<file path="config.mk">
export PLATFORM = sky130hd
export DESIGN_NAME = life_row_engine
export DESIGN_NICKNAME = d
export VERILOG_FILES = /design/src/rtl/life_pkg.sv /design/src/rtl/life_cell_next.sv /design/src/rtl/life_row_engine.sv
export SDC_FILE = /design/constraint.sdc
export NUM_CORES = 1
export LEC_CHECK = 0
export CAP_MARGIN = 25
export CORE_UTILIZATION = 60
export CTS_CLUSTER_SIZE = 14
export DETAILED_ROUTE_END_ITERATION = 16
export PLACE_DENSITY = 0.88
export REMOVE_ABC_BUFFERS = 1
export SETUP_SLACK_MARGIN = 0.3
export SKIP_LAST_GASP = 1
export SLEW_MARGIN = 40
export SYNTH_ARGS = -nofsm -noshare
export SYNTH_HDL_FRONTEND = slang
export SYNTH_SLANG_ARGS = --single-unit
</file>
<file path="constraint.sdc">
create_clock -name clk -period 6.6 [get_ports clk]
set_input_delay 0.66 -clock clk [delete_from_list [all_inputs] [get_ports clk]]
set_output_delay 0.66 -clock clk [all_outputs]
set_load 0.01 [all_outputs]
</file>
<file path="src/rtl/life_pkg.sv">
// Shared types and helpers for the Life row engine: FSM state encoding, Conway rule masks
// and the neighbour counter used by every cell.
package life_pkg;

  typedef enum logic [1:0] {
    S_EDIT,
    S_IDLE,
    S_EVAL,
    S_COMMIT
  } life_state_t;

  localparam logic [8:0] CONWAY_BIRTH   = 9'h008;
  localparam logic [8:0] CONWAY_SURVIVE = 9'h00C;

  function automatic logic [3:0] nbr_count(input logic [7:0] nbr);
    logic [3:0] cnt;
    cnt = '0;
    for (int k = 0; k < 8; k++) begin
      cnt = cnt + {3'b000, nbr[k]};
    end
    return cnt;
  endfunction

endpackage

</file>
<file path="src/rtl/life_cell_next.sv">
// Combinational next-state of one Life-like cell from its eight neighbours and the
// programmable birth/survive masks.
module life_cell_next
  import life_pkg::*;
(
  input  logic [7:0] nbr_i,
  input  logic       alive_i,
  input  logic [8:0] birth_mask_i,
  input  logic [8:0] survive_mask_i,
  output logic       next_o
);

  logic [3:0] cnt;

  always_comb begin
    cnt    = nbr_count(nbr_i);
    next_o = alive_i ? survive_mask_i[cnt] : birth_mask_i[cnt];
  end

endmodule

</file>
<file path="src/rtl/life_row_engine.sv">
// One row of WIDTH Life-like cells with edit cursor, step handshake and population summary.
// Define LIFE_AGE_EN to add the per-cell age output cell_age.
module life_row_engine
  import life_pkg::*;
#(
  parameter int unsigned WIDTH = 8,
  parameter int unsigned WRAP  = 1,
  parameter int unsigned GEN_W = 16,
  parameter int unsigned AGE_W = 4
) (
  input  logic                       clk,
  input  logic                       reset,
  input  logic                       game_state,
  input  logic                       step,
  input  logic [8:0]                 birth_mask,
  input  logic [8:0]                 survive_mask,
  input  logic [WIDTH-1:0]           row_above,
  input  logic [WIDTH-1:0]           row_below,
  input  logic [$clog2(WIDTH)-1:0]   cursor,
  input  logic                       user_toggle,
  output logic [WIDTH-1:0]           row_state,
  output logic                       busy,
  output logic                       step_done,
  output logic [GEN_W-1:0]           generation,
  output logic [$clog2(WIDTH+1)-1:0] alive_count,
  output logic                       stable
`ifdef LIFE_AGE_EN
  ,
  output logic [WIDTH*AGE_W-1:0]     cell_age
`endif
);

  localparam int unsigned CW = $clog2(WIDTH);
  localparam int unsigned AW = $clog2(WIDTH+1);

  life_state_t      state_q, state_d;
  logic [WIDTH-1:0] row_q, row_d, next_q, next_d, cell_next;
  logic [WIDTH-1:0] cur_sel, flip_mask;
  logic [GEN_W-1:0] gen_q, gen_d;
  logic [AW-1:0]    alive_q, alive_d;
  logic             key_q, key_prev_q, edit_flip;
  logic             step_done_q, step_done_d, stable_q, stable_d;

  // Edge-extended rows: slot 0 is column -1, slot WIDTH+1 is column WIDTH.
  logic [WIDTH+1:0] above_ext, below_ext, row_ext;

  always_comb begin
    above_ext = {(WRAP != 0) ? row_above[0] : 1'b0, row_above,
                 (WRAP != 0) ? row_above[WIDTH-1] : 1'b0};
    below_ext = {(WRAP != 0) ? row_below[0] : 1'b0, row_below,
                 (WRAP != 0) ? row_below[WIDTH-1] : 1'b0};
    row_ext   = {(WRAP != 0) ? row_q[0] : 1'b0, row_q,
                 (WRAP != 0) ? row_q[WIDTH-1] : 1'b0};
  end

  for (genvar i = 0; i < WIDTH; i++) begin : g_cell
    life_cell_next u_cell (
      .nbr_i          ({above_ext[i+2:i], below_ext[i+2:i], row_ext[i+2], row_ext[i]}),
      .alive_i        (row_q[i]),
      .birth_mask_i   (birth_mask),
      .survive_mask_i (survive_mask),
      .next_o         (cell_next[i])
    );
  end

  // Decoding the cursor one-hot makes out-of-range columns select nothing.
  always_comb begin
    edit_flip = (state_q == S_EDIT) && key_q && !key_prev_q;
    for (int i = 0; i < WIDTH; i++) begin
      cur_sel[i] = (cursor == CW'(i));
    end
    flip_mask = cur_sel & {WIDTH{edit_flip}};
  end

  always_comb begin
    state_d     = state_q;
    row_d       = row_q;
    next_d      = next_q;
    gen_d       = gen_q;
    stable_d    = stable_q;
    step_done_d = 1'b0;
    case (state_q)
      S_EDIT: begin
        if (flip_mask != '0) begin
          row_d    = row_q ^ flip_mask;
          stable_d = 1'b0;
        end
        if (game_state) state_d = S_IDLE;
      end
      S_IDLE: begin
        if (!game_state)  state_d = S_EDIT;
        else if (step)    state_d = S_EVAL;
      end
      S_EVAL: begin
        next_d  = cell_next;
        state_d = S_COMMIT;
      end
      S_COMMIT: begin
        row_d       = next_q;
        step_done_d = 1'b1;
        gen_d       = gen_q + GEN_W'(1);
        stable_d    = (next_q == row_q);
        state_d     = game_state ? S_IDLE : S_EDIT;
      end
      default: state_d = S_EDIT;
    endcase
  end

  always_comb begin
    alive_d = '0;
    for (int i = 0; i < WIDTH; i++) begin
      alive_d = alive_d + AW'(row_q[i]);
    end
  end

  always_ff @(posedge clk) begin
    if (reset) begin
      state_q     <= S_EDIT;
      row_q       <= '0;
      next_q      <= '0;
      gen_q       <= '0;
      alive_q     <= '0;
      stable_q    <= 1'b0;
      step_done_q <= 1'b0;
      key_q       <= 1'b0;
      key_prev_q  <= 1'b0;
    end else begin
      state_q     <= state_d;
      row_q       <= row_d;
      next_q      <= next_d;
      gen_q       <= gen_d;
      alive_q     <= alive_d;
      stable_q    <= stable_d;
      step_done_q <= step_done_d;
      key_q       <= user_toggle;
      key_prev_q  <= key_q;
    end
  end

`ifdef LIFE_AGE_EN
  logic [WIDTH-1:0][AGE_W-1:0] age_q, age_d;

  always_comb begin
    age_d = age_q;
    for (int i = 0; i < WIDTH; i++) begin
      if (flip_mask[i]) begin
        age_d[i] = row_q[i] ? '0 : AGE_W'(1);
      end else if (state_q == S_COMMIT) begin
        if (!next_q[i])            age_d[i] = '0;
        else if (!row_q[i])        age_d[i] = AGE_W'(1);
        else if (age_q[i] != '1)   age_d[i] = age_q[i] + AGE_W'(1);
      end
    end
  end

  always_ff @(posedge clk) begin
    if (reset) age_q <= '0;
    else       age_q <= age_d;
  end

  assign cell_age = age_q;
`endif

  assign row_state   = row_q;
  assign busy        = (state_q == S_EVAL) || (state_q == S_COMMIT);
  assign step_done   = step_done_q;
  assign generation  = gen_q;
  assign alive_count = alive_q;
  assign stable      = stable_q;

endmodule
</file>
# --- Word-level counts from Yosys, hierarchy flattened ---
# Cells that the tools add are included.
classes:
  n_mux: 50
  n_eq_ne: 14
  reduce_logical: 10
  bitwise: 2
  addsub: 64
  order_cmp: 8
op_table:
  columns: ["operator", "count"]
  rows:
  - ["adder 4 x 1 -> 4 bit", 52]
  - ["binary-select mux 1 bit (select 4 bit)", 16]
  - ["< comparator 4 x 5 -> 1 bit (second input constant)", 8]
  - ["2-to-1 mux 1 bit", 27]
  - ["adder 1 x 1 -> 2 bit", 9]
  - ["adder 16 x 1 -> 16 bit (second input constant)", 1]
  - ["one-hot mux 8 bit (2 select lines)", 1]
  - ["== test 3 bit (second input constant)", 4]
  - ["bitwise AND 8 bit", 1]
  - ["== test 8 bit", 1]
  - ["2-to-1 mux 8 bit", 1]
  - ["one-hot mux 2 bit (4 select lines)", 1]
  - ["nonzero test 8 bit", 1]
  - ["XOR 8 bit", 1]
  - ["== test 3 x 2 -> 1 bit (second input constant)", 2]
  - ["2-to-1 mux 2 bit", 3]
  - ["adder 3 x 1 -> 4 bit", 1]
  - ["== test 2 bit (second input constant)", 2]
  - ["AND reduction 2 bit", 2]
  - ["adder 2 x 1 -> 3 bit", 1]
  - ["== test 3 x 1 -> 1 bit (second input constant)", 1]
  - ["zero test 3 bit", 1]
  - ["inequality test 3 bit (second input constant)", 1]
  - ["== test 2 x 1 -> 1 bit (second input constant)", 1]
  - ["8 further kinds", 9]
totals:
  wordCells: 157
  regBits: 42
  in_bits: 42

# --- Logic depth before layout (Yosys ltp) ---
# Gate-level depths: netlist (run 1).
depth:
  ltp_word: 10
  mapped_depth: 13

# --- By module ---
# A second synthesis (run 1) with hierarchy kept.
hier_totals:
  hier_cells: 495
  area_unflattened_um2: 4884.7
modules_own_cells:
  columns: ["mod", "cells_per_inst", "area_each_um2", "n_inst"]
  rows:
  - ["life_row_engine", 243, 2092.0, 1]
  - ["life_cell_next at g_cell[0].u_cell ...", 33, 352.8, 4]
  - ["life_cell_next at g_cell[3].u_cell ...", 30, 345.3, 4]

# --- Worst setup path before layout (run 1) ---
# No wires, ideal clock.
synth_timing:
  path_type: "input port to flip-flop"
  start: "input row_above[0]"
  end: "register next_q[7]"
  arrival_time_ns: 3.644
  cell_stages: 12
  path_buffers: 1
  setup_slack_ns: 2.865
  cell_sequence: "inv_1 > fa_1 > fa_1 > fa_1 > inv_1 > fa_1 > buf_2 > mux4_2 > nor2_1 > a311oi_1 > a21oi_1 > a311oi_1"
synth_via:
  elab_chain_len: 4
  word_cells_on_any_way: 6
synth_lines:
  columns: ["item", "line", "source"]
  rows:
  - ["start: declaration", "life_row_engine.sv:17", "input logic [WIDTH-1:0] row_above,"]
  - ["adder 4 x 1 -> 4 bit (*)", "life_pkg.sv:19", "cnt = cnt + {3'b000, nbr[k]};"]
  - ["binary-select mux 1 bit (select 4 bit)", "life_cell_next.sv:17", "next_o = alive_i ? survive_mask_i[cnt] : birth_mask_i[cnt];"]
  - ["2-to-1 mux 1 bit (not written as such)", "life_cell_next.sv:17", null]
  - ["2-to-1 mux 1 bit (*)", "life_cell_next.sv:17", null]
  - ["end signal: assignment", "life_row_engine.sv:130", "next_q <= next_d;"]
  - ["end: declaration", "life_row_engine.sv:37", "logic [WIDTH-1:0] row_q, row_d, next_q, next_d, cell_next;"]
# Mark *: on every way between the ends. The rest lies on a longest branch, timed or not. The select of a mux whose other input is x is not followed.
# A chain may end at the register's enable or synchronous reset.

# --- Worst setup path after layout (run 1) ---
layout_timing:
  start: "register row_q[5], in the netlist row_state[5]"
  end: "register next_q[4]"
layout_via:
  elab_chain_len: 10
  word_cells_on_any_way: 12
layout_lines:
  columns: ["item", "line", "source"]
  rows:
  - ["start: declaration", "life_row_engine.sv:37", null]
  - ["start signal: assignment", "life_row_engine.sv:129", "row_q <= row_d;"]
  - ["adder 1 x 1 -> 2 bit (*)", "life_pkg.sv:19", null]
  - ["adder 4 x 1 -> 4 bit (*) (6 in series)", "life_pkg.sv:19", null]
  - ["binary-select mux 1 bit (select 4 bit)", "life_cell_next.sv:17", null]
  - ["2-to-1 mux 1 bit (not written as such)", "life_cell_next.sv:17", null]
  - ["2-to-1 mux 1 bit (*)", "life_cell_next.sv:17", null]
# Marks and branches as above.

==> results of run 1 <==
[metrics by stage]
| step | setup WS [ns] | util (%) |
|---|---|---|
| 6_report | 2.30 | 73.2 |
| 5_1_grt | 2.11 | 73.2 |
| 4_1_cts | 2.36 | 73.2 |
| 3_5_place_dp | 2.14 | 72.0 |
| 3_3_place_gp | 2.30 | 72.0 |
| 2_1_floorplan | 2.76 | - |
[state kept, by name, summed over array words and instances, names as in the netlist, named ones only]
register	flops
generation	16
next_q	8
row_state	8
alive_count	4
key_prev_q	1
key_q	1
stable	1
state_q	1
step_done	1
[power groups by stage]
stage,Combinational [mW],Clock (mW),Sequential (mW)
after floorplan,0.376,0,0.270
after global routing,0.543,0.180,0.267
after CTS,0.491,0.170,0.266
final,0.495,0.168,0.266
after detailed placement,0.489,0,0.272
after global placement,0.469,0,0.272
[layout by cell type, fill, tap and decap left out, types with 2 or more instances in the layout]
cell type and instances:
sky130_fd_sc_hd__nand4b_1 3, sky130_fd_sc_hd__mux4_2 26, sky130_fd_sc_hd__nor2b_1 12, sky130_fd_sc_hd__o21ai_0 19, sky130_fd_sc_hd__a31oi_1 3, sky130_fd_sc_hd__xor2_1 22, sky130_fd_sc_hd__fa_1 36, sky130_fd_sc_hd__nand2b_1 10
sky130_fd_sc_hd__and3_1 2, sky130_fd_sc_hd__xnor2_1 7, sky130_fd_sc_hd__nand3_1 11, sky130_fd_sc_hd__and2_1 3, sky130_fd_sc_hd__o21a_1 2, sky130_fd_sc_hd__nor4_1 6, sky130_fd_sc_hd__dfxtp_1 42, sky130_fd_sc_hd__a311oi_1 7
sky130_fd_sc_hd__nand2_1 22, sky130_fd_sc_hd__inv_1 62, sky130_fd_sc_hd__a21oi_1 16, sky130_fd_sc_hd__a211oi_1 2, sky130_fd_sc_hd__nand3b_1 2, sky130_fd_sc_hd__clkdlybuf4s50_1 72, sky130_fd_sc_hd__o31ai_1 5, sky130_fd_sc_hd__nor3_1 13
sky130_fd_sc_hd__nor4bb_1 2, sky130_fd_sc_hd__mux2_2 3, sky130_fd_sc_hd__nor2_1 45, sky130_fd_sc_hd__a32oi_1 2, sky130_fd_sc_hd__clkbuf_8 5, sky130_fd_sc_hd__nand4_1 6, sky130_fd_sc_hd__o41ai_1 2, sky130_fd_sc_hd__ha_1 28
sky130_fd_sc_hd__a221oi_1 6, sky130_fd_sc_hd__mux2i_1 24
[critical path, delay by kind of cell (launching register included)]
family                     cells  cell delay, ns
adders and majority gates      5            2.21
DFF                            1            0.71
AOI/OAI and AO/OA              3            0.66
muxes                          1            0.41
buffers and inverters          2            0.17
and+or+nand+nor                1            0.04
[cell families after synthesis]
kind of cell               synth area share [%]
xor gates and xnor gates                   5.48
DFF                                        18.1
buffers and inverters                      8.94
AOI/OAI and AO/OA                          9.69
and+or+nand+nor                            16.1
adders and majority gates                  23.1
muxes                                      18.5
[final cells by class]
type                    count  area, um^2
repair buffers             73         728
multi-input cells         358        3380
inverters                  62         233
clock buffers               6        72.6
flip-flops and latches     42         841
clock inverters             2        13.8
well taps                  99         124
fillers                   544        1980
[worst max path at each step]
stage            startpoint   endpoint  cells after the start
4_1_cts        row_state[3]  next_q[4]                     12
6_report       row_state[5]  next_q[4]                     12
5_1_grt        row_state[3]  next_q[4]                     12
3_3_place_gp   row_above[2]  next_q[3]                     11
3_5_place_dp   row_above[3]  next_q[4]                     12
2_1_floorplan  row_state[3]  next_q[4]                     12
[per-layer routing]
metal | up-vias | GRT usage [%] | wire length (um)
li1 | 1811 | - | -
met1 | 1919 | 39.9 | 4890
met2 | 208 | 53.8 | 5950
met3 | 27 | 4.57 | 894
met4 | 0 | 9.14 | 254
met5 | - | 0 | 0
==> impl_metrics.json, run 1 <==
{
  "fp.dieArea_um2": 8080,
  "globalplace.congestion": 0.922,
  "synthesized_flop_and_latch_total": 42,
  "status": "finished clean",
  "post_drt_via_cell_ratio": 6.18,
  "initial_utilization_pct": 62.9,
  "clkTransAtPathRegs_ns": 0.08,
  "power_per_cell_area_nw_per_um2": 172,
  "clk-insertion-delay-late_ns": 0.30,
  "drt-initial-drc-count": 375,
  "std_cell_rows": 31,
  "max_clock_freq_mhz": 233,
  "synth_seq_area_share_pct": 18.1,
  "timing.clock.skew_ns": 0.00356,
  "design.final.nets": 648,
  "power.switching_fraction_pct": 36.0,
  "timing_worst_setup_path_type": "reg2reg",
  "worst_path_max_delay_cell": "sky130_fd_sc_hd__dfxtp_1",
  "design_power_total_mw": 0.929,
  "grt.overflow.total": 0,
  "ys.flop_type": "sky130_fd_sc_hd__dfxtp_1",
  "critPathArrivalTime_ns": 4.51,
  "finalNonFillerCells": 642,
  "critPathCaptureType": "flip-flop",
  "worst-path-max-fanout": 10,
  "synth_commonest_cells": "62 x sky130_fd_sc_hd__inv_1, 45 x sky130_fd_sc_hd__nor2_1, 42 x sky130_fd_sc_hd__dfxtp_1",
  "post_cts_resize_count": 0,
  "total_switching_power_mw": 0.335,
  "type_of_the_worst_min_delay_path": "reg2reg",
  "syn_to_final_growth_pct": 16.4,
  "timing.reg2reg.setup_slack_ns": 2.30,
  "worst_hold_startpoint": "key_q",
  "worst_hold_path.endpoint": "key_prev_q",
  "reg2regPathDepth": 12,
  "dpl.hpwl_um": 9360,
  "antenna_found_initial": 0,
  "power_leakage_nw": 2.22,
  "clock_sink_count": 42,
  "required_ns": 6.81,
  "firstDrtPassIters": 5,
  "final.period_utilization_pct": 65.1,
  "timing_worst_slew_pin_value_ns": 0.804,
  "die_x_um": 89.9,
  "syn_inst": 496,
  "p_comb_share_pct": 53.3,
  "final_area_um2": 5390,
  "timing.final.hold_violations": 0,
  "grt_setup_unrepaired": "no",
  "drtAntennaViolNets": 0,
  "post-route-drc-count": 0,
  "numCtsBuffers": 5,
  "period_minus_slack_ns": 4.30,
  "detail_route.wirelength_um": 12000,
  "vias": 3965,
  "cellInternalPower_mw": 0.595,
  "cts_hold_buffers": 0,
  "worstSetupStartpointType": "flip-flop",
  "post_synth.cell_area_avg_um2": 9.34,
  "final_max_slew_viol_count": 0,
  "dp_cells": 634,
  "cts_tree": "done",
  "ys_top_cells_by_area": "sky130_fd_sc_hd__dfxtp_1 18%, sky130_fd_sc_hd__fa_1 16%, sky130_fd_sc_hd__mux4_2 13%",
  "vdd_drop_max_mv": 0.102,
  "cts.htree.levels": 2,
  "grt_max_degree": 43,
  "worst_path_largest_cell_delay_ns": 0.71,
  "routed_wire_length_per_instance_um": 18.7,
  "finalSetupViolations": 0,
  "drv_cap": 0,
  "timing.rr.end": "next_q[4]",
  "timing.critical_path.mode_cell": "sky130_fd_sc_hd__fa_1",
  "all_layer_global_routing_usage_pct": 30.9,
  "final_layout_size_suffix_gt1_share_pct": 8.10,
  "netlist_area_um2": 4630,
  "synth_enable_flop_cells": 0,
  "post-synth-top-count-cell": "sky130_fd_sc_hd__inv_1",
  "timing.max_slew.rel_slack_pct": 45.9,
  "setup_total_negative_slack_ns": 0,
  "io-pin-count": 73,
  "buffer_ports.inserted": 72,
  "yosys.area.top_type_share_pct": 18.1,
  "hold-worst-slack_ns": 0.468,
  "post_synth_num_cell_types": 47,
  "number_of_warning_messages_in_the_yosys_log": 0,
  "coreArea_um2": 7370,
  "p_seq_share_pct": 28.6,
  "grt_pass1_wl_um": 19800,
  "post-cts-setup-buffer-count": 0,
  "yosys.area.top_type": "sky130_fd_sc_hd__dfxtp_1",
  "synth_async_sr_flop_share_pct": 0,
  "antenna_cells_inserted": 0,
  "worst_hold_path.num_cells": 1,
  "path_cells": "ha_1 -> inv_1 -> fa_1 -> fa_1 -> fa_1 -> inv_1 -> fa_1 -> mux4_2 -> nor2_1 -> a311oi_1 -> a21oi_1 -> a311oi_1",
  "clkPwrFrac_pct": 18.1,
  "first_global_vias": 3900,
  "die-height_um": 89.9,
  "cts_root_buffer": "sky130_fd_sc_hd__clkbuf_8",
  "post_dp_cell_area_um2": 5310,
  "clock_path_buffers": 2,
  "regToRegStartpoint": "row_state[5]"
}
Power figures use the tool's default switching activity.
==> run 2, diff against run 1 <==
- CORE_UTILIZATION: 60 -> 56
- PLACE_DENSITY: 0.88 -> 0.83
- clock period: 6.6 -> 4 ns (I/O delays scaled with it)
==> run 2 against run 1 <==
Compared with the run above:
- first-iteration DRC count down 11%
- maximum frequency up 16%
- cell count up 3.3%
- sequential cell count unchanged
==> impl_metrics.json, run 2 (synthesis gave the netlist of run 1 again) <==
{
  "status": "finished clean",
  "vdd_drop_max_mv": 0.146,
  "worst-path-max-fanout": 4,
  "max_clock_freq_mhz": 269,
  "final_max_slew_viol_count": 0,
  "required_ns": 4.14,
  "clock_sink_count": 42,
  "worst_hold_path.num_cells": 1,
  "layout_commonest_cell": "sky130_fd_sc_hd__clkdlybuf4s50_1",
  "finalNonFillerCells": 663,
  "power_leakage_nw": 2.32,
  "grt_util_met2_pct": 52.9,
  "critPathCaptureType": "flip-flop",
  "cts_tree": "done",
  "drt-initial-drc-count": 335,
  "layer_carrying_the_most_global_route_usage": "met2",
  "firstDrtPassIters": 5,
  "timing_worst_setup_path_type": "reg2reg",
  "regToRegStartpoint": "row_state[2]",
  "drv_cap": 0,
  "first_global_vias": 4257,
  "hold-worst-slack_ns": 0.472,
  "clk-insertion-delay-late_ns": 0.30,
  "fp.dieArea_um2": 8640,
  "grt_max_degree": 20,
  "die_x_um": 93.0,
  "grt.overflow.total": 0,
  "commonest_cells_after_routing_fill_and_taps_aside": "71 x sky130_fd_sc_hd__clkdlybuf4s50_1, 53 x sky130_fd_sc_hd__inv_1, 44 x sky130_fd_sc_hd__nor2_1",
  "numCtsBuffers": 5,
  "std_cell_rows": 32,
  "grt_pass1_wl_um": 20200,
  "critPathArrivalTime_ns": 3.86,
  "dp_cells": 655,
  "antenna_found_initial": 0,
  "timing.rr.end": "next_q[3]",
  "post_drt_via_cell_ratio": 6.15,
  "groute.layer.met3.usage_pct": 6.50,
  "drtAntennaViolNets": 0,
  "timing.final.hold_violations": 0,
  "cts_root_buffer": "sky130_fd_sc_hd__clkbuf_8",
  "worst_hold_startpoint": "key_q",
  "dpl.hpwl_um": 10000,
  "globalplace.congestion": 1.02,
  "cts_hold_buffers": 0,
  "period_minus_slack_ns": 3.71,
  "power_per_cell_area_nw_per_um2": 293,
  "post-route-drc-count": 0,
  "design_power_total_mw": 1.66,
  "grt_setup_unrepaired": "yes",
  "largest_reg_flops": 16,
  "routed_wire_length_per_instance_um": 18.7,
  "cts.htree.levels": 2,
  "setup_total_negative_slack_ns": 0,
  "buffer_ports.inserted": 72,
  "io-pin-count": 73,
  "antenna_cells_inserted": 0,
  "clkTransAtPathRegs_ns": 0.08,
  "reg2regPathDepth": 11,
  "timing_worst_slew_pin_value_ns": 0.631,
  "coreArea_um2": 7850,
  "crit_path_start": "row_state[2]",
  "worst_hold_path.endpoint": "key_prev_q",
  "detail_route.wirelength_um": 12400,
  "pre_cts_ws_ns": -0.0683,
  "worstSetupStartpointType": "flip-flop",
  "final_layout_size_suffix_gt1_share_pct": 17.6,
  "timing.clock.skew_ns": 0.00749,
  "timing.reg2reg.setup_slack_ns": 0.29,
  "die-height_um": 93.0,
  "postLayoutCoreUtil_pct": 72.3,
  "initial_utilization_pct": 59.1,
  "final.period_utilization_pct": 92.9,
  "final_area_um2": 5680,
  "met1_usage_pct": 35.0,
  "type_of_the_worst_min_delay_path": "reg2reg",
  "all_layer_global_routing_usage_pct": 30.3,
  "post_dp_cell_area_um2": 5450,
  "fin_ws_ns": 0.285,
  "finalSetupViolations": 0,
  "clock_path_buffers": 2,
  "syn_to_final_growth_pct": 22.5,
  "fillers": 580,
  "timing.max_slew.rel_slack_pct": 57.6,
  "design.final.nets": 667,
  "vias": 4075
}
-- run 2: layer usage --
layer / vias to the layer above / share of wire, %
met1: 1932 / 38
met3: 44 / 8.9
li1: 1852 / -
met2: 247 / 49
met4: 0 / 3.8
met5: - / 0
-- run 2: power by group --
| group | internal, mW | switching, mW | leakage, nW |
|---|---|---|---|
| clock | 0.200 | 0.145 | 0.0573 |
| combinational | 0.474 | 0.412 | 1.92 |
| sequential | 0.423 | 0.0102 | 0.345 |
| total | 1.10 | 0.568 | 2.32 |
-- run 2: worst max-delay path by stage --
stage | endpoint | slack, ns | cells after the start
floorplan | next_q[4] | 0.16 | 12
global placement | next_q[7] | 0.07 | 12
detailed placement | next_q[7] | -0.07 | 12
CTS | next_q[3] | 0.28 | 11
global route | next_q[5] | 0.20 | 13
finish | next_q[3] | 0.29 | 11
-- run 2: repair_timing --
item | in CTS | in global routing
pin swaps | 3 | 15
gates cloned | 0 | 0
buffers inserted | 0 | 1
endpoints found under the setup margin | 4 | 8
resized for setup | 6 | 37
-- run 2: final cells by class --
| type | instances | area, um^2 | area share [%] |
|---|---|---|---|
| inverter | 62 | 233 | 4.10 |
| clock buffer | 6 | 82.6 | 1.45 |
| clock inverter | 1 | 30.0 | 0.529 |
| sequential | 42 | 863 | 15.2 |
| tap | 102 | 128 | 2.25 |
| timing repair buffer | 92 | 877 | 15.5 |
| multi-input combinational | 358 | 3460 | 61.0 |
-- run 2: critical path, cell delays in order, from the launching register on --
cell and delay (ns):
sky130_fd_sc_hd__dfxtp_4 0.39, sky130_fd_sc_hd__ha_1 0.29, sky130_fd_sc_hd__inv_1 0.08, sky130_fd_sc_hd__fa_1 0.43, sky130_fd_sc_hd__fa_1 0.46, sky130_fd_sc_hd__fa_1 0.40, sky130_fd_sc_hd__inv_1 0.08, sky130_fd_sc_hd__fa_1 0.45
sky130_fd_sc_hd__mux4_2 0.45, sky130_fd_sc_hd__o211a_1 0.23, sky130_fd_sc_hd__a21oi_2 0.18, sky130_fd_sc_hd__a311oi_1 0.13
